--- config.mk ---
export PLATFORM = sky130hd
export DESIGN_NAME = sample_sequencer_flat
export DESIGN_NICKNAME = d
export VERILOG_FILES = /design/src/rtl/sample_sequencer_if.sv /design/src/rtl/sample_sequencer.sv /design/src/flat_wrapper.sv
export SDC_FILE = /design/constraint.sdc
export NUM_CORES = 1
export LEC_CHECK = 0
export ABC_AREA = 0
export CORE_ASPECT_RATIO = 1.25
export CORE_MARGIN = 4
export CORE_UTILIZATION = 49
export DETAILED_ROUTE_END_ITERATION = 16
export PLACE_DENSITY = 0.8
export SLEW_MARGIN = 15
export SYNTH_ARGS = -nofsm -noshare
export SYNTH_HDL_FRONTEND = slang
export SYNTH_SLANG_ARGS = --single-unit
--- constraint.sdc ---
create_clock -name clk_i -period 2.7 [get_ports clk_i]
set_input_delay 0.54 -clock clk_i [delete_from_list [all_inputs] [get_ports clk_i]]
set_output_delay 0.54 -clock clk_i [all_outputs]
set_load 0.01 [all_outputs]
--- src/rtl/sample_sequencer_if.sv ---
// sample_sequencer_if
//   Bundles the sequencer's control, ADC, filter and DAC signals.
//   master : the sequencer itself (drives start pulses, data and status).
//   slave  : the surrounding top level / SPI engines / filter bank.
//
//   enable_i      run request
//   clear_i       synchronous clear of sticky flags and sample counter
//   adc_start_o   one-cycle ADC start pulse
//   adc_idle_i    ADC reader idle
//   adc_data_i    signed ADC sample
//   filt_stb_o    one-cycle filter enable strobe
//   filt_in_o     registered ADC sample to the filters
//   filt_data_i   signed filter output
//   dac_start_o   one-cycle DAC start pulse
//   dac_idle_i    DAC writer idle
//   dac_data_o    registered DAC sample
//   busy_o        sequencer not idle
//   overrun_o     sticky: period tick arrived while busy
//   timeout_o     sticky: a wait state timed out
//   sample_cnt_o  completed samples (wrapping)
interface sample_sequencer_if;
    logic        enable_i;
    logic        clear_i;
    logic        adc_start_o;
    logic        adc_idle_i;
    logic [15:0] adc_data_i;
    logic        filt_stb_o;
    logic [15:0] filt_in_o;
    logic [15:0] filt_data_i;
    logic        dac_start_o;
    logic        dac_idle_i;
    logic [15:0] dac_data_o;
    logic        busy_o;
    logic        overrun_o;
    logic        timeout_o;
    logic [15:0] sample_cnt_o;

    modport master (
        input  enable_i, clear_i, adc_idle_i, adc_data_i, filt_data_i, dac_idle_i,
        output adc_start_o, filt_stb_o, filt_in_o, dac_start_o, dac_data_o,
               busy_o, overrun_o, timeout_o, sample_cnt_o
    );

    modport slave (
        output enable_i, clear_i, adc_idle_i, adc_data_i, filt_data_i, dac_idle_i,
        input  adc_start_o, filt_stb_o, filt_in_o, dac_start_o, dac_data_o,
               busy_o, overrun_o, timeout_o, sample_cnt_o
    );
endinterface

--- src/rtl/sample_sequencer.sv ---
// sample_sequencer
//   Sample-rate scheduler for the ADC -> filter -> DAC path. An internal
//   period counter produces one tick every SAMPLE_DIV cycles; each accepted
//   tick runs one sample strictly in order: ADC conversion, filter strobe,
//   DAC write. Ticks arriving while a sample is in flight are dropped and
//   flagged as overrun; SPI engines that never complete are aborted after
//   TIMEOUT cycles and flagged.
//
// Parameters
//   SAMPLE_DIV  clk_i cycles per sample period (>= 8)
//   FILT_LAT    cycles from filt_stb_o to valid filt_data_i (>= 1)
//   TIMEOUT     max cycles spent in a wait state before abort
//
// Ports
//   clk_i     system clock
//   reset_ni  asynchronous active-low reset
//   bus       sample_sequencer_if.master (see interface file for signals)
//
// All outputs are registered; nothing combinational from inputs to outputs.
module sample_sequencer #(
    parameter int SAMPLE_DIV = 50,
    parameter int FILT_LAT   = 1,
    parameter int TIMEOUT    = 4095
) (
    input  logic                  clk_i,
    input  logic                  reset_ni,
    sample_sequencer_if.master    bus
);

    localparam int DIV_W  = $clog2(SAMPLE_DIV);
    localparam int LAT_W  = $clog2(FILT_LAT + 1);
    localparam int WAIT_W = $clog2(TIMEOUT + 1);

    typedef enum logic [2:0] {
        S_IDLE,
        S_ADC_START,
        S_ADC_WAIT,
        S_FILT,
        S_FILT_WAIT,
        S_DAC_START,
        S_DAC_WAIT
    } state_e;

    // ------------------------------------------------------------------
    // Period counter: free-running, independent of enable_i and the FSM.
    // ------------------------------------------------------------------
    logic [DIV_W-1:0] div_cnt_q, div_cnt_d;
    logic             tick;

    always_comb begin
        tick      = (div_cnt_q == DIV_W'(SAMPLE_DIV - 1));
        div_cnt_d = tick ? '0 : div_cnt_q + DIV_W'(1);
    end

    always_ff @(posedge clk_i or negedge reset_ni) begin
        if (!reset_ni) div_cnt_q <= '0;
        else           div_cnt_q <= div_cnt_d;
    end

    // ------------------------------------------------------------------
    // Sequencer FSM with its datapath and status registers.
    // ------------------------------------------------------------------
    state_e            state_q;
    logic              seen_busy_q;
    logic [WAIT_W-1:0] wait_cnt_q;
    logic [LAT_W-1:0]  lat_q;
    logic              adc_start_q;
    logic              filt_stb_q;
    logic              dac_start_q;
    logic [15:0]       filt_in_q;
    logic [15:0]       dac_data_q;
    logic              busy_q;
    logic              overrun_q;
    logic              timeout_q;
    logic [15:0]       sample_cnt_q;

    // The wait counter is zero in the first wait cycle, so the cycle in
    // which it holds TIMEOUT-1 is the TIMEOUT-th cycle spent waiting: the
    // count would reach TIMEOUT on the next edge, and we abort instead.
    logic adc_done, dac_done, wait_expired;

    always_comb begin
        adc_done     = seen_busy_q && bus.adc_idle_i;
        dac_done     = seen_busy_q && bus.dac_idle_i;
        wait_expired = (wait_cnt_q == WAIT_W'(TIMEOUT - 1));
    end

    always_ff @(posedge clk_i or negedge reset_ni) begin
        if (!reset_ni) begin
            state_q      <= S_IDLE;
            seen_busy_q  <= 1'b0;
            wait_cnt_q   <= '0;
            lat_q        <= '0;
            adc_start_q  <= 1'b0;
            filt_stb_q   <= 1'b0;
            dac_start_q  <= 1'b0;
            filt_in_q    <= '0;
            dac_data_q   <= '0;
            busy_q       <= 1'b0;
            overrun_q    <= 1'b0;
            timeout_q    <= 1'b0;
            sample_cnt_q <= '0;
        end else begin
            // Pulses default low; they are raised on the transition into
            // the state they belong to so they line up with that state.
            adc_start_q <= 1'b0;
            filt_stb_q  <= 1'b0;
            dac_start_q <= 1'b0;

            // Clear first; any set below in the same cycle overrides it.
            if (bus.clear_i) begin
                overrun_q    <= 1'b0;
                timeout_q    <= 1'b0;
                sample_cnt_q <= '0;
            end

            // Any tick outside IDLE is dropped, including one landing on
            // the final DAC_WAIT cycle or on a timeout abort.
            if (tick && (state_q != S_IDLE))
                overrun_q <= 1'b1;

            unique case (state_q)
                S_IDLE: begin
                    if (tick && bus.enable_i) begin
                        state_q     <= S_ADC_START;
                        adc_start_q <= 1'b1;
                        busy_q      <= 1'b1;
                    end
                end

                S_ADC_START: begin
                    seen_busy_q <= 1'b0;
                    wait_cnt_q  <= '0;
                    state_q     <= S_ADC_WAIT;
                end

                S_ADC_WAIT: begin
                    if (adc_done) begin
                        filt_in_q  <= bus.adc_data_i;
                        filt_stb_q <= 1'b1;
                        state_q    <= S_FILT;
                    end else if (wait_expired) begin
                        timeout_q <= 1'b1;
                        busy_q    <= 1'b0;
                        state_q   <= S_IDLE;
                    end else begin
                        wait_cnt_q <= wait_cnt_q + WAIT_W'(1);
                        if (!bus.adc_idle_i) seen_busy_q <= 1'b1;
                    end
                end

                S_FILT: begin
                    lat_q   <= LAT_W'(FILT_LAT);
                    state_q <= S_FILT_WAIT;
                end

                // Spends exactly FILT_LAT cycles here; the filter output is
                // captured on the cycle the latency counter runs out.
                S_FILT_WAIT: begin
                    lat_q <= lat_q - LAT_W'(1);
                    if (lat_q == LAT_W'(1)) begin
                        dac_data_q  <= bus.filt_data_i;
                        dac_start_q <= 1'b1;
                        state_q     <= S_DAC_START;
                    end
                end

                S_DAC_START: begin
                    seen_busy_q <= 1'b0;
                    wait_cnt_q  <= '0;
                    state_q     <= S_DAC_WAIT;
                end

                S_DAC_WAIT: begin
                    if (dac_done) begin
                        // A coincident clear restarts the count from zero
                        // but still credits this completed sample.
                        sample_cnt_q <= (bus.clear_i ? 16'd0 : sample_cnt_q) + 16'd1;
                        busy_q       <= 1'b0;
                        state_q      <= S_IDLE;
                    end else if (wait_expired) begin
                        timeout_q <= 1'b1;
                        busy_q    <= 1'b0;
                        state_q   <= S_IDLE;
                    end else begin
                        wait_cnt_q <= wait_cnt_q + WAIT_W'(1);
                        if (!bus.dac_idle_i) seen_busy_q <= 1'b1;
                    end
                end

                default: begin
                    busy_q  <= 1'b0;
                    state_q <= S_IDLE;
                end
            endcase
        end
    end

    assign bus.adc_start_o  = adc_start_q;
    assign bus.filt_stb_o   = filt_stb_q;
    assign bus.filt_in_o    = filt_in_q;
    assign bus.dac_start_o  = dac_start_q;
    assign bus.dac_data_o   = dac_data_q;
    assign bus.busy_o       = busy_q;
    assign bus.overrun_o    = overrun_q;
    assign bus.timeout_o    = timeout_q;
    assign bus.sample_cnt_o = sample_cnt_q;

endmodule

--- src/flat_wrapper.sv ---
// flat-port wrapper written by rule: the top's interface ports become plain ports
module sample_sequencer_flat 
#(
    parameter int SAMPLE_DIV = 50,
    parameter int FILT_LAT   = 1,
    parameter int TIMEOUT    = 4095
)
  (clk_i, reset_ni, bus_enable_i, bus_clear_i, bus_adc_idle_i, bus_adc_data_i, bus_filt_data_i, bus_dac_idle_i, bus_adc_start_o, bus_filt_stb_o, bus_filt_in_o, bus_dac_start_o, bus_dac_data_o, bus_busy_o, bus_overrun_o, bus_timeout_o, bus_sample_cnt_o);
  sample_sequencer_if bus_i ();
  input  logic clk_i;
  input  logic reset_ni;
  input wire logic [$bits(bus_i.enable_i)-1:0] bus_enable_i;
  input wire logic [$bits(bus_i.clear_i)-1:0] bus_clear_i;
  input wire logic [$bits(bus_i.adc_idle_i)-1:0] bus_adc_idle_i;
  input wire logic [$bits(bus_i.adc_data_i)-1:0] bus_adc_data_i;
  input wire logic [$bits(bus_i.filt_data_i)-1:0] bus_filt_data_i;
  input wire logic [$bits(bus_i.dac_idle_i)-1:0] bus_dac_idle_i;
  output wire logic [$bits(bus_i.adc_start_o)-1:0] bus_adc_start_o;
  output wire logic [$bits(bus_i.filt_stb_o)-1:0] bus_filt_stb_o;
  output wire logic [$bits(bus_i.filt_in_o)-1:0] bus_filt_in_o;
  output wire logic [$bits(bus_i.dac_start_o)-1:0] bus_dac_start_o;
  output wire logic [$bits(bus_i.dac_data_o)-1:0] bus_dac_data_o;
  output wire logic [$bits(bus_i.busy_o)-1:0] bus_busy_o;
  output wire logic [$bits(bus_i.overrun_o)-1:0] bus_overrun_o;
  output wire logic [$bits(bus_i.timeout_o)-1:0] bus_timeout_o;
  output wire logic [$bits(bus_i.sample_cnt_o)-1:0] bus_sample_cnt_o;
  assign bus_i.enable_i = bus_enable_i;
  assign bus_i.clear_i = bus_clear_i;
  assign bus_i.adc_idle_i = bus_adc_idle_i;
  assign bus_i.adc_data_i = bus_adc_data_i;
  assign bus_i.filt_data_i = bus_filt_data_i;
  assign bus_i.dac_idle_i = bus_dac_idle_i;
  assign bus_adc_start_o = bus_i.adc_start_o;
  assign bus_filt_stb_o = bus_i.filt_stb_o;
  assign bus_filt_in_o = bus_i.filt_in_o;
  assign bus_dac_start_o = bus_i.dac_start_o;
  assign bus_dac_data_o = bus_i.dac_data_o;
  assign bus_busy_o = bus_i.busy_o;
  assign bus_overrun_o = bus_i.overrun_o;
  assign bus_timeout_o = bus_i.timeout_o;
  assign bus_sample_cnt_o = bus_i.sample_cnt_o;
  sample_sequencer #(.SAMPLE_DIV(SAMPLE_DIV), .FILT_LAT(FILT_LAT), .TIMEOUT(TIMEOUT)) u_core (.clk_i(clk_i), .reset_ni(reset_ni), .bus(bus_i));
endmodule
==> reports/summary.json <==
{
  "yosys": {
    "synth.top_cell.area_share": 0.543,
    "main_combinational_cell_family_by_area_after_synthesis": "simple AND/OR/NAND/NOR gates",
    "share_of_the_synthesized_area_in_compound_gates_ao_oa_aoi_oai": 0.0939,
    "synth-warning-count": 0,
    "synth_async_sr_flop_share": 1.00,
    "synthesis.area_per_instance_sq_um": 11.4,
    "synthDominantAreaCellType": "dfrtp_1",
    "synth_area_leaders": "dfrtp_1 (54%), mux2_2 (10%), nand2_1 (2.9%)",
    "synth-adder-area-share": 0.0176,
    "yosys.cell_types.count": 46,
    "seq_area_frac_synth": 0.543,
    "multiplexer_area_fraction_after_synthesis": 0.132,
    "xor_xnor_share_of_the_synthesized_area": 0.0247,
    "netlist_instances": 311,
    "seq_cells_post_synth": 77,
    "syn-num-nets": 354,
    "synth-edff-count": 0,
    "synthSimpleGateAreaFrac": 0.162,
    "dominantRegCellSynth": "dfrtp_1",
    "mappedNetlistArea_sq_mm": 0.00355
  },
  "drt": {
    "ant_nets": 0,
    "drt_wl_total_um": 8030,
    "first_iter_violations": 130,
    "num_vias": 2807,
    "count_of_unresolved_drc_violations_after_routing": 0,
    "detail_route.vias_per_cell": 5.58,
    "post_drt_wl_per_cell_um": 16.0,
    "drt_pre_antenna_iters": 4
  },
  "worst_setup_path": {
    "reg2regPathDepth": 6,
    "start_kind": "primary input",
    "worst_ep_arrival_time_ns": 2.66,
    "crit_fanout": 5,
    "endpoint_required_time_on_the_critical_path_ns": 2.98,
    "setup.worst_path.end_class": "flop",
    "setup.worst_path.class": "in -> reg"
  },
  "sta": {
    "unrepaired_setup_endpoints_after_global_routing": "false",
    "worstMarginPinSlew_ns": 0.938,
    "timing.final.ws_setup_ns": 0.321,
    "count_of_endpoints_failing_hold_in_the_final_timing_report": 0,
    "timing.hold.ws_ns": 0.330,
    "max_freq_mhz": 420,
    "crit_share_post_route": 0.881,
    "setup_viol": 0,
    "max_slew_vio_count": 0,
    "timing.setup.tns_ns": 0,
    "finalCriticalPeriod_ns": 2.38,
    "slew_headroom": 0.374,
    "finClkSkew_ns": 0.0126
  },
  "clock_network": {
    "post-cts-setup-buffer-count": 0,
    "cts_buffers": 9,
    "post_cts_resized": 0,
    "clkSinkCount": 77,
    "ctsHoldBuffers": 0,
    "cts_tree": "done",
    "clk-insertion-delay-late_ns": 0.35,
    "htree_levels": 3,
    "cts.reportedPaths.clkPinSlew_ns": 0.08,
    "clock_path_buffers": 2,
    "ctsRootBufferMaster": "clkbuf_8"
  },
  "outcome": {
    "outcome": "completed"
  },
  "cells_and_area": {
    "final_core_util": 0.677,
    "area.growth.synth_to_final_pct": 34.0,
    "fillerInstances": 556,
    "multi_input_logic_area_sq_mm": 0.00152,
    "final_nets": 451,
    "final_cell_count_no_fill": 503,
    "final_layout_size_suffix_gt1_frac": 0.145,
    "mostFrequentLayoutCell": "clkdlybuf4s50_1",
    "seqCellArea_sq_mm": 0.00193,
    "layout.cells.most_common_list": "clkdlybuf4s50_1 (90), dfrtp_1 (77), mux2_2 (33)",
    "antenna_cells": 0
  },
  "die": {
    "placeableCoreArea_sq_mm": 0.00702,
    "floorplan.die_area_sq_mm": 0.00867,
    "placement_rows": 34,
    "die-width_um": 84.1,
    "fp.dieH_um": 103,
    "initial_cell_density_of_the_core": 0.505,
    "top_level_ports": 92
  },
  "placed_design": {
    "place.detailed.instances": 487,
    "detailedPlacementHpwl_um": 5830,
    "place.port_buffers": 91,
    "final_weighted_congestion_in_routability_driven_placement": 0.815,
    "place_ws_ns": -0.00837
  },
  "pwr": {
    "ir_drop_uv": 656,
    "power.static_leakage_nw": 1.99,
    "cellPowerDensity_mw_per_mm2": 868
  },
  "grt": {
    "groute.usage.overall": 0.199,
    "vias_in_the_first_global_route": 3002,
    "number_of_antenna_violations_at_the_first_check_in_global_routing": 0,
    "gr-total-overflow": 0,
    "grt_pass1_wl_um": 13900,
    "grt_max_degree": 78
  },
  "worst_hold_path": {
    "min_path_type": "in -> async"
  },
  "flow_run": {
    "drv_cap": 0
  }
}
-- flip-flops by register name, summed over array words and instances, names as in the netlist --
signal	flops
u_core.bus.overrun_o	1
u_core.bus.sample_cnt_o	16
u_core.bus.dac_start_o	1
u_core.state_q	3
u_core.div_cnt_q	6
u_core.lat_q	1
u_core.wait_cnt_q	12
u_core.seen_busy_q	1
u_core.bus.timeout_o	1
u_core.bus.busy_o	1
u_core.bus.filt_stb_o	1
u_core.bus.dac_data_o	16
u_core.bus.adc_start_o	1
u_core.bus.filt_in_o	16
-- where the power goes --
part	switching (mW)	internal, mW	leakage (nW)
clock network	0.426	0.425	0.0923
registers	0.268	1.47	0.984
logic	0.639	0.897	0.912
-- cell type report --
| type | instances | area share |
|---|---|---|
| multi-input combinational | 213 | 0.320 |
| timing repair buffer | 99 | 0.204 |
| inverter | 8 | 0.00632 |
| clock inverter | 6 | 0.0134 |
| sequential | 77 | 0.405 |
| tap | 90 | 0.0237 |
| clock buffer | 10 | 0.0269 |
-- metrics by stage --
step	power, mW	cell area [sq um]
3_3_place_gp	3.25	4560
3_5_place_dp	3.31	4560
4_1_cts	4.18	4750
6_report	4.13	4750
5_1_grt	4.39	4750
2_1_floorplan	2.54	3550
-- cell usage after synthesis, drive strengths merged, types with 2 or more instances --
cell type / n
nand4b: 4
clkbuf: 6
a41oi: 2
nand3b: 2
nor3: 7
nand3: 16
or4: 10
mux2: 34
nand2: 27
nand2b: 5
o21ai: 4
a211oi: 2
inv: 8
o211ai: 4
o31ai: 8
xnor2: 9
and4: 2
a21oi: 16
ha: 5
nor2: 14
buf: 7
nand4: 2
dfrtp: 77
nor2b: 5
a31oi: 4
and3: 7
or3: 4
mux2i: 8
-- per-layer routing --
layer | part of all wire | global-route usage | up-vias
li1 | - | - | 1331
met1 | 0.40 | 0.219 | 1370
met2 | 0.49 | 0.344 | 90
met3 | 0.087 | 0.0727 | 16
met4 | 0.022 | 0.0953 | 0
met5 | 0 | 0 | -
-- worst paths after layout --
check / start / endpoint / slack (ns)
worst max-delay path: bus_clear_i / u_core.bus.sample_cnt_o[12] / 0.32
max in group asynchronous: reset_ni / u_core.bus.timeout_o / 1.76
worst min-delay path: reset_ni / u_core.bus.dac_data_o[15] / 0.33
worst max register to register: u_core.bus.sample_cnt_o[0] / u_core.bus.sample_cnt_o[12] / 0.54
worst min register to register: u_core.wait_cnt_q[5] / u_core.wait_cnt_q[5] / 0.48
min in group clk_i: u_core.wait_cnt_q[5] / u_core.wait_cnt_q[5] / 0.48
-- logic make-up (layout without fill, tap and decap cells) --
| group | count (synthesis) | after routing |
|---|---|---|
| AND/OR/NAND/NOR | 106 | 106 |
| adder cells (fa/ha/maj) | 5 | 5 |
| flip-flops | 77 | 77 |
| XOR/XNOR | 10 | 10 |
| buffers and inverters | 21 | 123 |
| AO/OA/AOI/OAI | 50 | 50 |
| multiplexers | 42 | 42 |
-- worst max-delay path: stages --
cell	delay (ns)
clkdlybuf4s50_1	0.46
nor2b_1	0.19
ha_1	0.19
nand4b_1	0.09
or4_1	0.60
or4_1	0.43
a21oi_1	0.15
(Power assumes the default switching activity.)
